==> src/rtl/c1_cfg_pkg.sv <==
// c1_cfg_pkg
// Shared definitions for the c1 select loader: FSM state encoding, the number
// of configuration bits per c1 cell, and the position of each select inside a
// cell's 4-bit group.
package c1_cfg_pkg;

   typedef enum logic [1:0] {
      ST_IDLE   = 2'd0,
      ST_LOAD   = 2'd1,
      ST_PARITY = 2'd2,
      ST_COMMIT = 2'd3
   } cfg_state_e;

   localparam int CELL_CFG_BITS = 4;

   // Bit offsets within one cell's group, also the order bits arrive in.
   localparam int S0_IDX = 0;
   localparam int S1_IDX = 1;
   localparam int SA_IDX = 2;
   localparam int SB_IDX = 3;

endpackage

==> src/rtl/c1_cfg_shift.sv <==
// c1_cfg_shift
// Shadow register and running even-parity accumulator for the c1 loader.
// Ports:
//   clk, rst   : system clock, synchronous active-high reset
//   clr_i      : restart a frame (clears the parity accumulator only; the
//                shadow is overwritten bit by bit as the new frame arrives)
//   wr_i       : write bit_i into shadow[idx_i] and fold it into the parity
//   idx_i      : shadow bit index of the current data bit
//   bit_i      : serial data bit
//   shadow_o   : assembled configuration, not yet visible to the fabric
//   par_o      : XOR of all data bits written since the last clear
module c1_cfg_shift
   import c1_cfg_pkg::*;
#(
   parameter int NBITS = 32,
   parameter int IDX_W = 6
) (
   input  logic             clk,
   input  logic             rst,
   input  logic             clr_i,
   input  logic             wr_i,
   input  logic [IDX_W-1:0] idx_i,
   input  logic             bit_i,
   output logic [NBITS-1:0] shadow_o,
   output logic             par_o
);

   logic [NBITS-1:0] shadow_q, shadow_d;
   logic             par_q, par_d;

   always_comb begin
      shadow_d = shadow_q;
      par_d    = par_q;
      if (clr_i) begin
         par_d = 1'b0;
      end else if (wr_i) begin
         par_d = par_q ^ bit_i;
         for (int i = 0; i < NBITS; i++) begin
            if (idx_i == IDX_W'(i)) shadow_d[i] = bit_i;
         end
      end
   end

   always_ff @(posedge clk) begin
      if (rst) begin
         shadow_q <= '0;
         par_q    <= 1'b0;
      end else begin
         shadow_q <= shadow_d;
         par_q    <= par_d;
      end
   end

   assign shadow_o = shadow_q;
   assign par_o    = par_q;

endmodule

==> src/rtl/c1_cfg_loader.sv <==
// c1_cfg_loader
// Serial writer for the c1 select interface. A frame is a cfg_start strobe,
// NUM_CELLS*4 data bits (cell 0 first, S0/S1/SA/SB within a cell) and one
// even-parity bit. The frame is assembled in a shadow register and copied to
// the active selects only after the parity check passes, so the fabric never
// sees a partial configuration.
// Ports:
//   clk, rst              : system clock, synchronous active-high reset
//   cfg_start             : frame start (restarts a frame in LOAD/PARITY)
//   cfg_valid, cfg_bit    : serial data, accepted when cfg_valid & cfg_ready
//   cfg_ready             : high in LOAD and PARITY
//   busy                  : frame in progress
//   sel_s0/s1/sa/sb       : active selects, one bit per cell
//   cfg_done / cfg_err    : one-cycle registered commit / reject pulses
//
// state     | meaning
// ST_IDLE   | waiting for cfg_start
// ST_LOAD   | accepting data bits into the shadow register
// ST_PARITY | accepting the parity bit and checking it
// ST_COMMIT | copying shadow to the active selects
module c1_cfg_loader
   import c1_cfg_pkg::*;
#(
   parameter int NUM_CELLS = 8
) (
   input  logic                 clk,
   input  logic                 rst,
   input  logic                 cfg_start,
   input  logic                 cfg_valid,
   input  logic                 cfg_bit,
   output logic                 cfg_ready,
   output logic                 busy,
   output logic [NUM_CELLS-1:0] sel_s0,
   output logic [NUM_CELLS-1:0] sel_s1,
   output logic [NUM_CELLS-1:0] sel_sa,
   output logic [NUM_CELLS-1:0] sel_sb,
   output logic                 cfg_done,
   output logic                 cfg_err
);

   localparam int NBITS = NUM_CELLS * CELL_CFG_BITS;
   localparam int CNT_W = $clog2(NBITS + 1);
   localparam logic [CNT_W-1:0] LAST_IDX = CNT_W'(NBITS - 1);

   cfg_state_e       state_q, state_d;
   logic [CNT_W-1:0] cnt_q, cnt_d;
   logic [NBITS-1:0] sel_q, sel_d;
   logic             done_q, done_d;
   logic             err_q, err_d;

   logic             sh_clr, sh_wr, sh_par;
   logic [NBITS-1:0] sh_shadow;

   c1_cfg_shift #(
      .NBITS (NBITS),
      .IDX_W (CNT_W)
   ) u_shift (
      .clk      (clk),
      .rst      (rst),
      .clr_i    (sh_clr),
      .wr_i     (sh_wr),
      .idx_i    (cnt_q),
      .bit_i    (cfg_bit),
      .shadow_o (sh_shadow),
      .par_o    (sh_par)
   );

   always_comb begin
      state_d = state_q;
      cnt_d   = cnt_q;
      sel_d   = sel_q;
      done_d  = 1'b0;
      err_d   = 1'b0;
      sh_clr  = 1'b0;
      sh_wr   = 1'b0;
      case (state_q)
         ST_IDLE: begin
            if (cfg_start) begin
               state_d = ST_LOAD;
               cnt_d   = '0;
               sh_clr  = 1'b1;
            end
         end
         ST_LOAD: begin
            // A start strobe wins over a coincident data bit.
            if (cfg_start) begin
               cnt_d  = '0;
               sh_clr = 1'b1;
            end else if (cfg_valid) begin
               sh_wr = 1'b1;
               cnt_d = cnt_q + CNT_W'(1);
               if (cnt_q == LAST_IDX) state_d = ST_PARITY;
            end
         end
         ST_PARITY: begin
            if (cfg_start) begin
               state_d = ST_LOAD;
               cnt_d   = '0;
               sh_clr  = 1'b1;
            end else if (cfg_valid) begin
               if (cfg_bit == sh_par) begin
                  state_d = ST_COMMIT;
               end else begin
                  state_d = ST_IDLE;
                  err_d   = 1'b1;
               end
            end
         end
         ST_COMMIT: begin
            sel_d   = sh_shadow;
            done_d  = 1'b1;
            state_d = ST_IDLE;
         end
         default: state_d = ST_IDLE;
      endcase
   end

   always_ff @(posedge clk) begin
      if (rst) begin
         state_q <= ST_IDLE;
         cnt_q   <= '0;
         sel_q   <= '0;
         done_q  <= 1'b0;
         err_q   <= 1'b0;
      end else begin
         state_q <= state_d;
         cnt_q   <= cnt_d;
         sel_q   <= sel_d;
         done_q  <= done_d;
         err_q   <= err_d;
      end
   end

   // Unpack the committed configuration into per-select buses.
   always_comb begin
      sel_s0 = '0;
      sel_s1 = '0;
      sel_sa = '0;
      sel_sb = '0;
      for (int c = 0; c < NUM_CELLS; c++) begin
         sel_s0[c] = sel_q[c*CELL_CFG_BITS + S0_IDX];
         sel_s1[c] = sel_q[c*CELL_CFG_BITS + S1_IDX];
         sel_sa[c] = sel_q[c*CELL_CFG_BITS + SA_IDX];
         sel_sb[c] = sel_q[c*CELL_CFG_BITS + SB_IDX];
      end
   end

   assign cfg_ready = (state_q == ST_LOAD) || (state_q == ST_PARITY);
   assign busy      = (state_q != ST_IDLE);
   assign cfg_done  = done_q;
   assign cfg_err   = err_q;

endmodule
==> config.mk <==
export PLATFORM = sky130hd
export DESIGN_NAME = c1_cfg_loader
export DESIGN_NICKNAME = d
export VERILOG_FILES = /design/src/rtl/c1_cfg_pkg.sv /design/src/rtl/c1_cfg_shift.sv /design/src/rtl/c1_cfg_loader.sv
export SDC_FILE = /design/constraint.sdc
export NUM_CORES = 1
export LEC_CHECK = 0
export BUFFER_PORTS_ARGS = -buffer_cell sky130_fd_sc_hd__buf_2
export CORE_AREA = 2 2 63 125
export DETAILED_ROUTE_END_ITERATION = 8
export DIE_AREA = 0 0 65 127
export PLACE_DENSITY = 0.61
export SETUP_SLACK_MARGIN = 0.3
export SLEW_MARGIN = 5
export SYNTH_ARGS = -nofsm -noshare
export SYNTH_HDL_FRONTEND = slang
export SYNTH_SLANG_ARGS = --single-unit
==> constraint.sdc <==
create_clock -name clk -period 3.16 [get_ports clk]
set_input_delay 0.474 -clock clk [delete_from_list [all_inputs] [get_ports clk]]
set_output_delay 0.474 -clock clk [all_outputs]
set_load 0.03 [all_outputs]
==> tab_implementation.tex <==
\begin{tabular}{lr}
\hline
Metric & Value \\
\hline
\multicolumn{2}{l}{\textbf{STA}} \\
Final setup slack of the worst path & between 1 and 1.5 ns \\
Max Clock Freq & $\sim$490 MHz \\
Setup repair after global routing missed its margin & false \\
Final hold slack & around 0.47 ns \\
Setup violations, final & 0 \\
Final Hold Viols & 0 \\
Max Slew Vio Count & 0 \\
Worst Clk Skew & around 0.0061 ns \\
Slew at the pin with the worst max-slew slack & roughly 0.69 ns \\
Relative slew margins & 0.537 \\
Post-layout min period & between 2 and 2.5 ns \\
Post-Route Setup TNS & 0 ns \\
Tcrit/Tclk final & 0.649 \\
\multicolumn{2}{l}{\textbf{GRT}} \\
Pin count of the biggest net entering global routing & 39 \\
Global-route wire length before repair & 10900 um \\
GRT Residual Overflow & 0 \\
Number of global-route vias before repair & 2308 \\
Number of antenna violations at the first check in global routing & 0 \\
GR Util All Layers & 0.170 \\
\multicolumn{2}{l}{\textbf{Cells and area}} \\
Antenna fix cells & 0 \\
Most common cell after layout, fill and taps aside & dfxtp\_1 \\
Fraction of final layout cells sized beyond drive strength 1 & 0.166 \\
Most frequent cells in the layout & 75 x dfxtp\_1, 70 x nor2\_1, 64 x mux2i\_1 \\
Final net count & 383 \\
Area growth from synthesis to final layout & 16.6\% \\
Final Util & 0.519 \\
Cell area after layout & 3740 um\^{}2 \\
\multicolumn{2}{l}{\textbf{Clocking}} \\
Root buffer cell & clkbuf\_16 \\
Max H-tree Level & 3 \\
Clock tree buffer depth & 2 \\
Total CTS buffers & 9 \\
Clock tree from TritonCTS & done \\
Clock insertion delay at the later pin of the skew report & 0.33 ns \\
Buffers inserted by post-CTS timing repair & 0 \\
Clock Sink Count & between 70 and 80 \\
Cts hold-fix bufs & 0 \\
Clock-pin slew on the worst setup and hold paths & approximately 0.06 ns \\
Resized Gates After CTS & 0 \\
\multicolumn{2}{l}{\textbf{Setup path}} \\
Critical Path Source Type & flip-flop \\
Critical path cell sequence & ha\_1 -> nand3\_2 -> o41a\_1 -> or4\_1 -> a21oi\_1 \\
CP Capture Type & flip-flop \\
Family with the most delay on the worst path & simple AND/OR/NAND/NOR gates \\
Critical-path maximum fanout & 8 \\
Reg-to-reg endpoint & state\_q[1] \\
Launch point of the worst reg-to-reg path & cnt\_q[0] \\
Critical path's largest stage delay & between 0.4 and 0.5 ns \\
Critical path type & flip-flop to flip-flop \\
Worst R2R Path Depth & 5 \\
Combined buffer and inverter count along the critical path & 0 \\
Setup slack, reg-to-reg & 1.11 ns \\
Cell with the largest stage delay on the worst path & or4\_1 \\
Required arrival time at the worst endpoint & about 3.4 ns \\
Crit path DAT & about 2.3 ns \\
\multicolumn{2}{l}{\textbf{Pwr}} \\
Max IR drop VDD & 0.000528 V \\
Static leakage power & between 1.5 and 2 nW \\
P per Cell Area & approximately 600 nW/um\^{}2 \\
\multicolumn{2}{l}{\textbf{Worst hold path}} \\
Worst Hold Class & input pin to flip-flop \\
Hold worst-path end & cfg\_err \\
Startpoint of the worst hold path & cfg\_valid \\
Hold Path Stages & 3 \\
\multicolumn{2}{l}{\textbf{Route}} \\
Wirelength per Cell & about 14 um \\
Length of the first detailed-routing pass in iterations & 4 \\
Detailed-route DRC error count & 0 \\
Initial DRC count & roughly 110 \\
Overall routed net length & between 6000 and 7000 um \\
Vias post-DR & approximately 2400 \\
Via density per instance & between 5 and 6 \\
Routed Antenna Nets & 0 \\
\multicolumn{2}{l}{\textbf{Place}} \\
Cell area after placement & approximately 3500 um\^{}2 \\
Worst-case setup slack after placement & around 1.1 ns \\
Weighted congestion reported at the end of routability-driven placement & a little under 0.9 \\
Count of input and output buffers & 40 \\
Final HPWL from detailed placement & $\sim$4400 um \\
\multicolumn{2}{l}{\textbf{Synth}} \\
Average cell area after synthesis & between 9 and 10 um\^{}2 \\
Synth warnings & 0 \\
\#FFs+latches synth & 75 \\
Number of different library cells in the post-synthesis netlist & 34 \\
Most common flop cell mapped by yosys & dfxtp\_1 \\
Syn Nets & 356 \\
Async set-or-reset flop fraction in the synthesized netlist & 0 \\
Post-Syn Instances & roughly 340 \\
Cell area after synthesis & $\sim$3200 um\^{}2 \\
Share of the yosys chip area belonging to registers & 0.468 \\
Number of enable-type register cells in the synthesized netlist & 0 \\
\multicolumn{2}{l}{\textbf{Die}} \\
Die Wd & 65 um \\
Total number of placement rows & between 40 and 50 \\
Placeable Area & 7210 um\^{}2 \\
Die height & between 100 and 150 um \\
Total Die Area & between 8000 and 9000 um\^{}2 \\
Starting density of the core & 0.445 \\
Ports & 41 \\
\multicolumn{2}{l}{\textbf{Run status}} \\
Status & finished, final reports clean \\
\multicolumn{2}{l}{\textbf{Job}} \\
Count of max-cap constraint violations & 0 \\
\hline
\end{tabular}
## kinds of logic after synthesis
| logic type | count (synthesis) | synth area share |
|---|---|---|
| DFF | 75 | 0.468 |
| buffers and inverters | 35 | 0.0444 |
| muxes | 64 | 0.200 |
| AOI/OAI and AO/OA | 26 | 0.0518 |
| and+or+nand+nor | 132 | 0.199 |
| xor gates and xnor gates | 1 | 0.00273 |
| adders and majority gates | 9 | 0.0351 |
## per-stage QoR
stage	power [W]	std cells
finish	0.00223	466
global route	0.00234	466
CTS	0.00226	466
detailed placement	0.00134	450
global placement	0.00133	450
floorplan	0.00125	342
## worst reg2reg max path, stage by stage, from the launching register on
cell and delay [ns]:
dfxtp_1 0.42, ha_1 0.35, nand3_2 0.15, o41a_1 0.44, or4_1 0.47, a21oi_1 0.14
## per-layer routing
layer / wire length [um] / track usage
met2: 3200 / 0.278
met5: 0 / 0
met3: 249 / 0.0396
met1: 2860 / 0.201
met4: 187 / 0.100
## report_power, final
part | total [W] | switching [W] | internal (W)
Clock | 0.000919 | 0.000368 | 0.000551
Combinational | 0.000337 | 0.000220 | 0.000117
Sequential | 0.000978 | 0.0000176 | 0.000961
Total | 0.00223 | 0.000605 | 0.00163
## registers in the layout, indices dropped and copies added, names as in the netlist
signal            cells
cfg_done              1
sel_q                32
state_q               2
u_shift.par_o         1
u_shift.shadow_o     32
cfg_err               1
cnt_q                 6
## cell usage after synthesis (5+ instances only)
library cell | instances | area, um^2
a21oi_1 | 10 | 50.1
buf_2 | 6 | 30.0
clkbuf_1 | 21 | 78.8
dfxtp_1 | 75 | 1500
ha_1 | 9 | 113
inv_1 | 7 | 26.3
mux2i_1 | 64 | 641
nand2_1 | 6 | 22.5
nand3_1 | 14 | 70.1
nand4_1 | 13 | 81.3
nor2_1 | 70 | 263
nor2b_1 | 6 | 37.5
nor3_1 | 6 | 30.0
o21ai_0 | 5 | 25.0
## cell type report
cell class                      count  area, um^2
Sequential cell                    75        1500
Clock inverter                      4        26.3
Inverter                            7        26.3
Multi-Input combinational cell    232        1580
Timing Repair Buffer               44         243
Tap cell                           92         115
Clock buffer                       12         246
Fill cell                         688        3470
## worst max-delay path by stage
stage | from | end | slack, ns | cells past startpoint
after global placement | state_q[0] | cnt_q[2] | 1.15 | 6
after global routing | state_q[0] | cnt_q[4] | 0.95 | 6
after CTS | cnt_q[0] | state_q[1] | 1.12 | 5
final | cnt_q[0] | state_q[1] | 1.11 | 5
after detailed placement | cnt_q[0] | state_q[1] | 1.15 | 5
after floorplan | cnt_q[0] | state_q[1] | 1.34 | 6
No activity file was read; power rests on OpenSTA's default activity.
